==> src/rtl/axi_comm_slave.sv <==
// AXI4-Lite register bank: NUM_REGS x 32-bit read/write registers, one outstanding transaction per path.
// Optional macro AXI_COMM_ID_REG_EN turns the top register into a read-only ID constant.
module axi_comm_slave #(
  parameter int ADDR_WIDTH = 32,
  parameter int DATA_WIDTH = 32,
  parameter int NUM_REGS   = 16
) (
  input  logic                  ACLK,
  input  logic                  ARESET,
  input  logic [ADDR_WIDTH-1:0] AWADDR,
  input  logic                  AWVALID,
  output logic                  AWREADY,
  input  logic [DATA_WIDTH-1:0] WDATA,
  input  logic [3:0]            WSTRB,
  input  logic                  WVALID,
  output logic                  WREADY,
  output logic [1:0]            BRESP,
  output logic                  BVALID,
  input  logic                  BREADY,
  input  logic [ADDR_WIDTH-1:0] ARADDR,
  input  logic                  ARVALID,
  output logic                  ARREADY,
  output logic [DATA_WIDTH-1:0] RDATA,
  output logic [1:0]            RRESP,
  output logic                  RVALID,
  input  logic                  RREADY
);
  localparam int IDX_W = $clog2(NUM_REGS);
  localparam logic [ADDR_WIDTH-1:0] ADDR_LIMIT = ADDR_WIDTH'(NUM_REGS * 4);
  localparam logic [1:0] RESP_OKAY   = 2'b00;
  localparam logic [1:0] RESP_SLVERR = 2'b10;
`ifdef AXI_COMM_ID_REG_EN
  localparam logic [IDX_W-1:0]      ID_IDX   = IDX_W'(NUM_REGS - 1);
  localparam logic [DATA_WIDTH-1:0] ID_VALUE = 32'hA0C0_0001;
`endif

  logic [DATA_WIDTH-1:0] regs_reg [NUM_REGS];
  logic [NUM_REGS-1:0]   wr_en;

  logic                  aw_held_reg, aw_held_next, w_held_reg, w_held_next;
  logic [ADDR_WIDTH-1:0] aw_addr_reg, aw_addr_next;
  logic [DATA_WIDTH-1:0] w_data_reg, w_data_next;
  logic [3:0]            w_strb_reg, w_strb_next;
  logic                  awready_reg, awready_next, wready_reg, wready_next;
  logic                  bvalid_reg, bvalid_next;
  logic [1:0]            bresp_reg, bresp_next;
  logic                  arready_reg, arready_next, rvalid_reg, rvalid_next;
  logic [DATA_WIDTH-1:0] rdata_reg, rdata_next;
  logic [1:0]            rresp_reg, rresp_next;
  logic                  wr_commit, wr_ok;
  logic [IDX_W-1:0]      wr_idx, rd_idx;

  assign wr_idx = aw_addr_reg[IDX_W+1:2];
  assign rd_idx = ARADDR[IDX_W+1:2];
`ifdef AXI_COMM_ID_REG_EN
  assign wr_ok = (aw_addr_reg < ADDR_LIMIT) && (wr_idx != ID_IDX);
`else
  assign wr_ok = (aw_addr_reg < ADDR_LIMIT);
`endif

  // Write path: AW and W latch independently; commit once both are held and no response is pending.
  always_comb begin
    aw_held_next = aw_held_reg;
    aw_addr_next = aw_addr_reg;
    w_held_next  = w_held_reg;
    w_data_next  = w_data_reg;
    w_strb_next  = w_strb_reg;
    bvalid_next  = bvalid_reg;
    bresp_next   = bresp_reg;
    wr_commit    = 1'b0;
    if (AWVALID && awready_reg) begin
      aw_held_next = 1'b1;
      aw_addr_next = AWADDR;
    end
    if (WVALID && wready_reg) begin
      w_held_next = 1'b1;
      w_data_next = WDATA;
      w_strb_next = WSTRB;
    end
    if (bvalid_reg) begin
      if (BREADY) bvalid_next = 1'b0;
    end else if (aw_held_reg && w_held_reg) begin
      wr_commit    = 1'b1;
      aw_held_next = 1'b0;
      w_held_next  = 1'b0;
      bvalid_next  = 1'b1;
      bresp_next   = wr_ok ? RESP_OKAY : RESP_SLVERR;
    end
    awready_next = !aw_held_next && !bvalid_next;
    wready_next  = !w_held_next && !bvalid_next;
  end

  // Read path: the register value is captured at the AR handshake, so a same-edge write is not seen.
  always_comb begin
    rvalid_next = rvalid_reg;
    rdata_next  = rdata_reg;
    rresp_next  = rresp_reg;
    if (rvalid_reg) begin
      if (RREADY) rvalid_next = 1'b0;
    end else if (ARVALID && arready_reg) begin
      rvalid_next = 1'b1;
      if (ARADDR < ADDR_LIMIT) begin
        rdata_next = regs_reg[rd_idx];
        rresp_next = RESP_OKAY;
`ifdef AXI_COMM_ID_REG_EN
        if (rd_idx == ID_IDX) rdata_next = ID_VALUE;
`endif
      end else begin
        rdata_next = '0;
        rresp_next = RESP_SLVERR;
      end
    end
    arready_next = !rvalid_next;
  end

  always_ff @(posedge ACLK) begin
    if (ARESET) begin
      aw_held_reg <= 1'b0;
      aw_addr_reg <= '0;
      w_held_reg  <= 1'b0;
      w_data_reg  <= '0;
      w_strb_reg  <= '0;
      awready_reg <= 1'b0;
      wready_reg  <= 1'b0;
      bvalid_reg  <= 1'b0;
      bresp_reg   <= '0;
      arready_reg <= 1'b0;
      rvalid_reg  <= 1'b0;
      rdata_reg   <= '0;
      rresp_reg   <= '0;
    end else begin
      aw_held_reg <= aw_held_next;
      aw_addr_reg <= aw_addr_next;
      w_held_reg  <= w_held_next;
      w_data_reg  <= w_data_next;
      w_strb_reg  <= w_strb_next;
      awready_reg <= awready_next;
      wready_reg  <= wready_next;
      bvalid_reg  <= bvalid_next;
      bresp_reg   <= bresp_next;
      arready_reg <= arready_next;
      rvalid_reg  <= rvalid_next;
      rdata_reg   <= rdata_next;
      rresp_reg   <= rresp_next;
    end
  end

  genvar gi;
  generate
    for (gi = 0; gi < NUM_REGS; gi++) begin : g_wr_en
      assign wr_en[gi] = wr_commit && wr_ok && (wr_idx == IDX_W'(gi));
    end
  endgenerate

  always_ff @(posedge ACLK) begin
    if (ARESET) begin
      for (int r = 0; r < NUM_REGS; r++) regs_reg[r] <= '0;
    end else begin
      for (int r = 0; r < NUM_REGS; r++) begin
        for (int b = 0; b < 4; b++) begin
          if (wr_en[r] && w_strb_reg[b]) regs_reg[r][8*b +: 8] <= w_data_reg[8*b +: 8];
        end
      end
    end
  end

  assign AWREADY = awready_reg;
  assign WREADY  = wready_reg;
  assign BVALID  = bvalid_reg;
  assign BRESP   = bresp_reg;
  assign ARREADY = arready_reg;
  assign RVALID  = rvalid_reg;
  assign RDATA   = rdata_reg;
  assign RRESP   = rresp_reg;
endmodule

==> config.mk <==
export PLATFORM = sky130hd
export DESIGN_NAME = axi_comm_slave
export DESIGN_NICKNAME = d
export VERILOG_FILES = /design/src/rtl/axi_comm_slave.sv
export SDC_FILE = /design/constraint.sdc
export NUM_CORES = 1
export LEC_CHECK = 0
export BUFFER_PORTS_ARGS = -buffer_cell sky130_fd_sc_hd__buf_2
export CAP_MARGIN = 20
export CORE_MARGIN = 2
export CORE_UTILIZATION = 50
export CTS_BUF_LIST = sky130_fd_sc_hd__clkbuf_8 sky130_fd_sc_hd__clkbuf_16
export DETAILED_ROUTE_END_ITERATION = 8
export HOLD_SLACK_MARGIN = 0.06
export PLACE_DENSITY = 0.67
export REMOVE_ABC_BUFFERS = 1
export SYNTH_ARGS = -nofsm -noshare
export SYNTH_HDL_FRONTEND = slang
export SYNTH_SLANG_ARGS = --single-unit
==> constraint.sdc <==
create_clock -name ACLK -period 2.3 [get_ports ACLK]
set_input_delay 0.345 -clock ACLK [delete_from_list [all_inputs] [get_ports ACLK]]
set_output_delay 0.345 -clock ACLK [all_outputs]
set_load 0.01 [all_outputs]
[Word level (Yosys, flattened, before mapping)]
Memory sizes are Yosys's and may differ from the RTL's.
Index checks and enable logic that the tools add are counted.
W data, S select, Z words.
Operators by class
  reduce and logical (&&, ||, !) cells: 94
  eq/ne operators: 15
  multiplexer cells: 274
  $lt $le $gt $ge: 2
  bitwise logic cells: 66
Operators by type and width (count)
  $mux W8: 64
  $mux W1: 207
  $logic_and A1 B1 Y1: 87
  $lt A32 B7 Y1 const B: 2
  $or A1 B1 Y1: 64
  $eq A4 B4 Y1 const B: 8
  $mux W32: 1
  $eq A4 B3 Y1 const B: 4
  $eq A4 B2 Y1 const B: 2
  $eq A4 B1 Y1 const B: 1
  $logic_not A1 Y1: 4
  $logic_not A4 Y1: 1
  $mux W2: 2
  $reduce_and A2 Y1: 2
  $not A1 Y1: 2
Word-level totals
  RAM bits: 512
  output and inout bits: 41
  word-level logic and storage cells: 465
  memories: 1
  flip-flop bits (word level): 111
  input bits: 107
Memories
  regs_reg: words 16, width 32, read ports 1, clocked after memory_dff 0, wr ports 16, line 37  | logic [DATA_WIDTH-1:0] regs_reg [NUM_REGS];

[Logic depth before layout (Yosys ltp)]
  depth in word-level cells: 10
  depth in mapped cells: 7
  depth with buffers taken out: 4

[Worst setup path before layout]
No wires, ideal clock.
  kind: flip-flop to flip-flop
  from: register bvalid_reg, in the netlist BVALID
  to: memory regs_reg[0][10] (enable)
  setup time: 0.375 ns
  arrival: 1.728 ns
  buffers on the path: 2
  cell stages (with the launch flop): 7
  period minus slack after synthesis: 2.103 ns
  data required time: 1.925 ns
  slack: 0.197 ns
  path through: dfxtp_1 and3b_1 and4_1 buf_6 buf_12 nand4_4 o21bai_1
RTL lines
  start, declared: line 45  | logic bvalid_reg, bvalid_next;
  start signal, assigned: line 139  | bvalid_reg <= bvalid_next;
  end, declared: line 37

==> summary.md <==
| Metric | Value |
|---|---|
| Worst min path class | `in -> reg` |
| Post-Place Cells | `2911` |
| CTS buffer count | `61` |
| CTS tree | `yes` |
| Avg Inst Size Synth | `12.87 µm²` |
| Period minus WS final | `2.185 ns` |
| Root buf cell | `clkbuf_16` |
| Power Total | `24.43 mW` |
| Routed length per placed instance | `22.94 µm` |
| Gr busiest metal | `met2` |
| Largest net degree at the start of global routing | `43` |
| Worst EP arrival | `2.51 ns` |
| Core area | `52870 µm²` |
| Vias in the first global route | `18413` |
| Synthesized flop and latch total | `619` |
| M1 GR Usage | `33.44%` |
| RR Startpoint | `aw_addr_reg[17]$_SDFFE_PP0P_` |
| Dpl hpwl | `46.21 mm` |
| Iteration-0 DRC Markers | `1669` |
| RSZ-0062 raised after global routing | `false` |
| GRT Util Overall | `25.24%` |
| Clock transition at path regs | `0.06 ns` |
| Fraction of registers with async set/reset | `0%` |
| Hold Violations, Final | `0` |
| Clock buffer depth | `3` |
| Fin. max-slew vios | `0` |
| Number of vias per cell | `5.871` |
| Worst Setup Path Type | `reg -> reg` |
| Synth Instances | `2090` |
| Final #Nets | `2458` |
| FILL cells | `4067` |
| Worst Setup EP | `regs_reg[2][11]$_SDFFCE_PN0P_` |
| Routed vias | `18154` |
| Area delta synth->final | `17.92%` |
| Postcts setup bufs | `0` |
| M3 GR Usage | `3.476%` |
| Initial Utilization | `50.87%` |
| Most frequent cells in the layout | `edfxtp_1 (512), nor2_1 (343), nand2_1 (231)` |
| Multi-input gate area | `8432 µm²` |
| Post-synth cell types | `47` |
| Diodes inserted | `0` |
| Reg2Reg Depth | `6` |
| Fin util | `59.98%` |
| Die H | `235.9 µm` |
| Met2 Use GR | `43.10%` |
| Post-synth EDFFs | `512` |
| Primary FF master, synth | `edfxtp_1` |
| Die X | `235.9 µm` |
| WP depth | `6` |
| Initial DRT Pass Iterations | `5` |
| Boundary pin count | `148` |
| Final instance area | `31710 µm²` |
| Maximum VDD drop | `0.0005846 V` |
| Critical path's slowest cell | `nor4_1` |
| Layout cells sized above 1 | `21.21%` |
| Setup Skew | `0.02855 ns` |
| Post-synthesis sequential area ratio | `65.14%` |
| Commonest non-fill, non-tap cell in the layout | `edfxtp_1` |
| Status | `complete, no violations` |
| Normalized max-slew margin | `30.65%` |
| H-tree levels | `2` |
| Fmax | `457.6 MHz` |
| Hold WS | `0.1002 ns` |
| Number of max-cap violations | `0` |
| R2R Path End | `regs_reg[2][11]$_SDFFCE_PN0P_` |
| PortBufs | `141` |
| P_leak | `11.67 nW` |
| Placer Congestion | `0.8434` |
| # DRC | `0` |
| Setup Total Neg Slack | `0 ns` |
| CP Launch Point | `aw_addr_reg[17]$_SDFFE_PP0P_` |
| GR Overflow Total | `0` |
| First-pass GRT wire length | `107.3 mm` |
| Cell family with most CP delay | `simple AND/OR/NAND/NOR gates` |
| Initial antenna violation count | `0` |
| Critical path peak fanout | `12` |
| Fin cells | `3092` |
| Synth warnings | `0` |
| Tcrit/Tclk final | `95.01%` |
| Crit-path cells | `nor4_1 > and4_4 > buf_6 > nand4_2 > o21bai_1 > buf_4` |
| Final ANT Viol Nets | `0` |
| Clk sinks | `619` |
| Mapped Area | `26890 µm²` |
| Fin worst setup slack | `0.1147 ns` |
| Req. time, crit path | `2.63 ns` |
| Worst slack, placed | `0.04482 ns` |
| Area after DPL | `29090 µm²` |
| Setup-failing EPs final | `0` |
| Worst-Skew Late Latency | `0.64 ns` |
| Worst-margin pin slew | `1.038 ns` |
| Bufs and invs on worst path | `2` |
| PwrDens | `770.5 nW/µm²` |
| Flop2flop setup slack | `0.11 ns` |
| Final WL | `70.93 mm` |
| Die Area | `55650 µm²` |
| CP max stage delay | `0.38 ns` |
| Endpoint type of the worst setup path | `register` |
| CP startpoint kind | `register` |
| Max FFs per register | `512` |
| Sequential cell area | `17520 µm²` |
| Num rows | `84` |
-- cell usage after synthesis (33+ instances only) --
cell	n	area (µm²)
nor2_1	346	1299
buf_2	41	205.2
a211oi_1	63	473.0
nor3b_1	33	247.7
nand2_1	232	870.8
clkbuf_1	74	277.8
edfxtp_1	512	15370
o22ai_1	33	206.5
mux2i_1	161	1612
a21oi_1	97	485.5
dfxtp_1	107	2142
-- layer usage --
layer / wire length, µm / share of wire [%] / vias up
met1: 29530 / 42 / 9072
met2: 34800 / 49 / 708
li1: - / - / 8249
met4: 1915 / 2.7 / 0
met3: 4681 / 6.6 / 125
met5: 0 / 0 / -
-- area by class of cell --
| type | instances | area share [%] |
|---|---|---|
| clock buffers | 66 | 5.102 |
| clock inverters | 50 | 1.069 |
| inverters | 28 | 0.3315 |
| multi-input cells | 1285 | 26.59 |
| flip-flops and latches | 619 | 55.24 |
| well taps | 688 | 2.715 |
| repair buffers | 356 | 8.949 |
-- power by group --
group,switching [mW],total (mW),internal (mW)
clock network,4.24,9.72,5.49
registers,0.141,12.7,12.5
logic,1.23,2.03,0.807
total,5.60,24.4,18.8
-- what timing repair did --
action,4_1_cts,5_1_grt
setup endpoints to repair,0,45
gates resized for setup,0,6
hold buffers,65,0
endpoints found under the hold margin,67,0
-- kinds of logic after synthesis --
| kind of cell | synth area share [%] |
|---|---|
| muxes | 9.971 |
| buffers and inverters | 3.634 |
| other | 0.01395 |
| AOI/OAI and AO/OA | 7.366 |
| DFF | 65.14 |
| and+or+nand+nor | 13.88 |
-- worst register-to-register path, delay by kind of cell, from the launching register on --
family / cells / cell delay [ns]
AO/OA/AOI/OAI: 1 / 0.24
buffers and inverters: 2 / 0.46
flip-flops: 1 / 0.31
AND/OR/NAND/NOR: 3 / 0.88
-- worst min-delay path by stage --
stage	from	endpoint	slack, ns	depth (start not counted)
5_1_grt	AWADDR[5]	aw_addr_reg[5]$_SDFFE_PP0P_	0.08	3
3_5_place_dp	w_held_reg$_SDFF_PP0_	WREADY$_SDFF_PP0_	0.45	1
2_1_floorplan	ARESET	aw_addr_reg[10]$_SDFFE_PP0P_	0.41	1
3_3_place_gp	w_held_reg$_SDFF_PP0_	WREADY$_SDFF_PP0_	0.44	1
6_report	AWADDR[5]	aw_addr_reg[5]$_SDFFE_PP0P_	0.10	3
4_1_cts	AWADDR[5]	aw_addr_reg[5]$_SDFFE_PP0P_	0.06	3
Note: power is estimated with default switching activity, not from simulation.
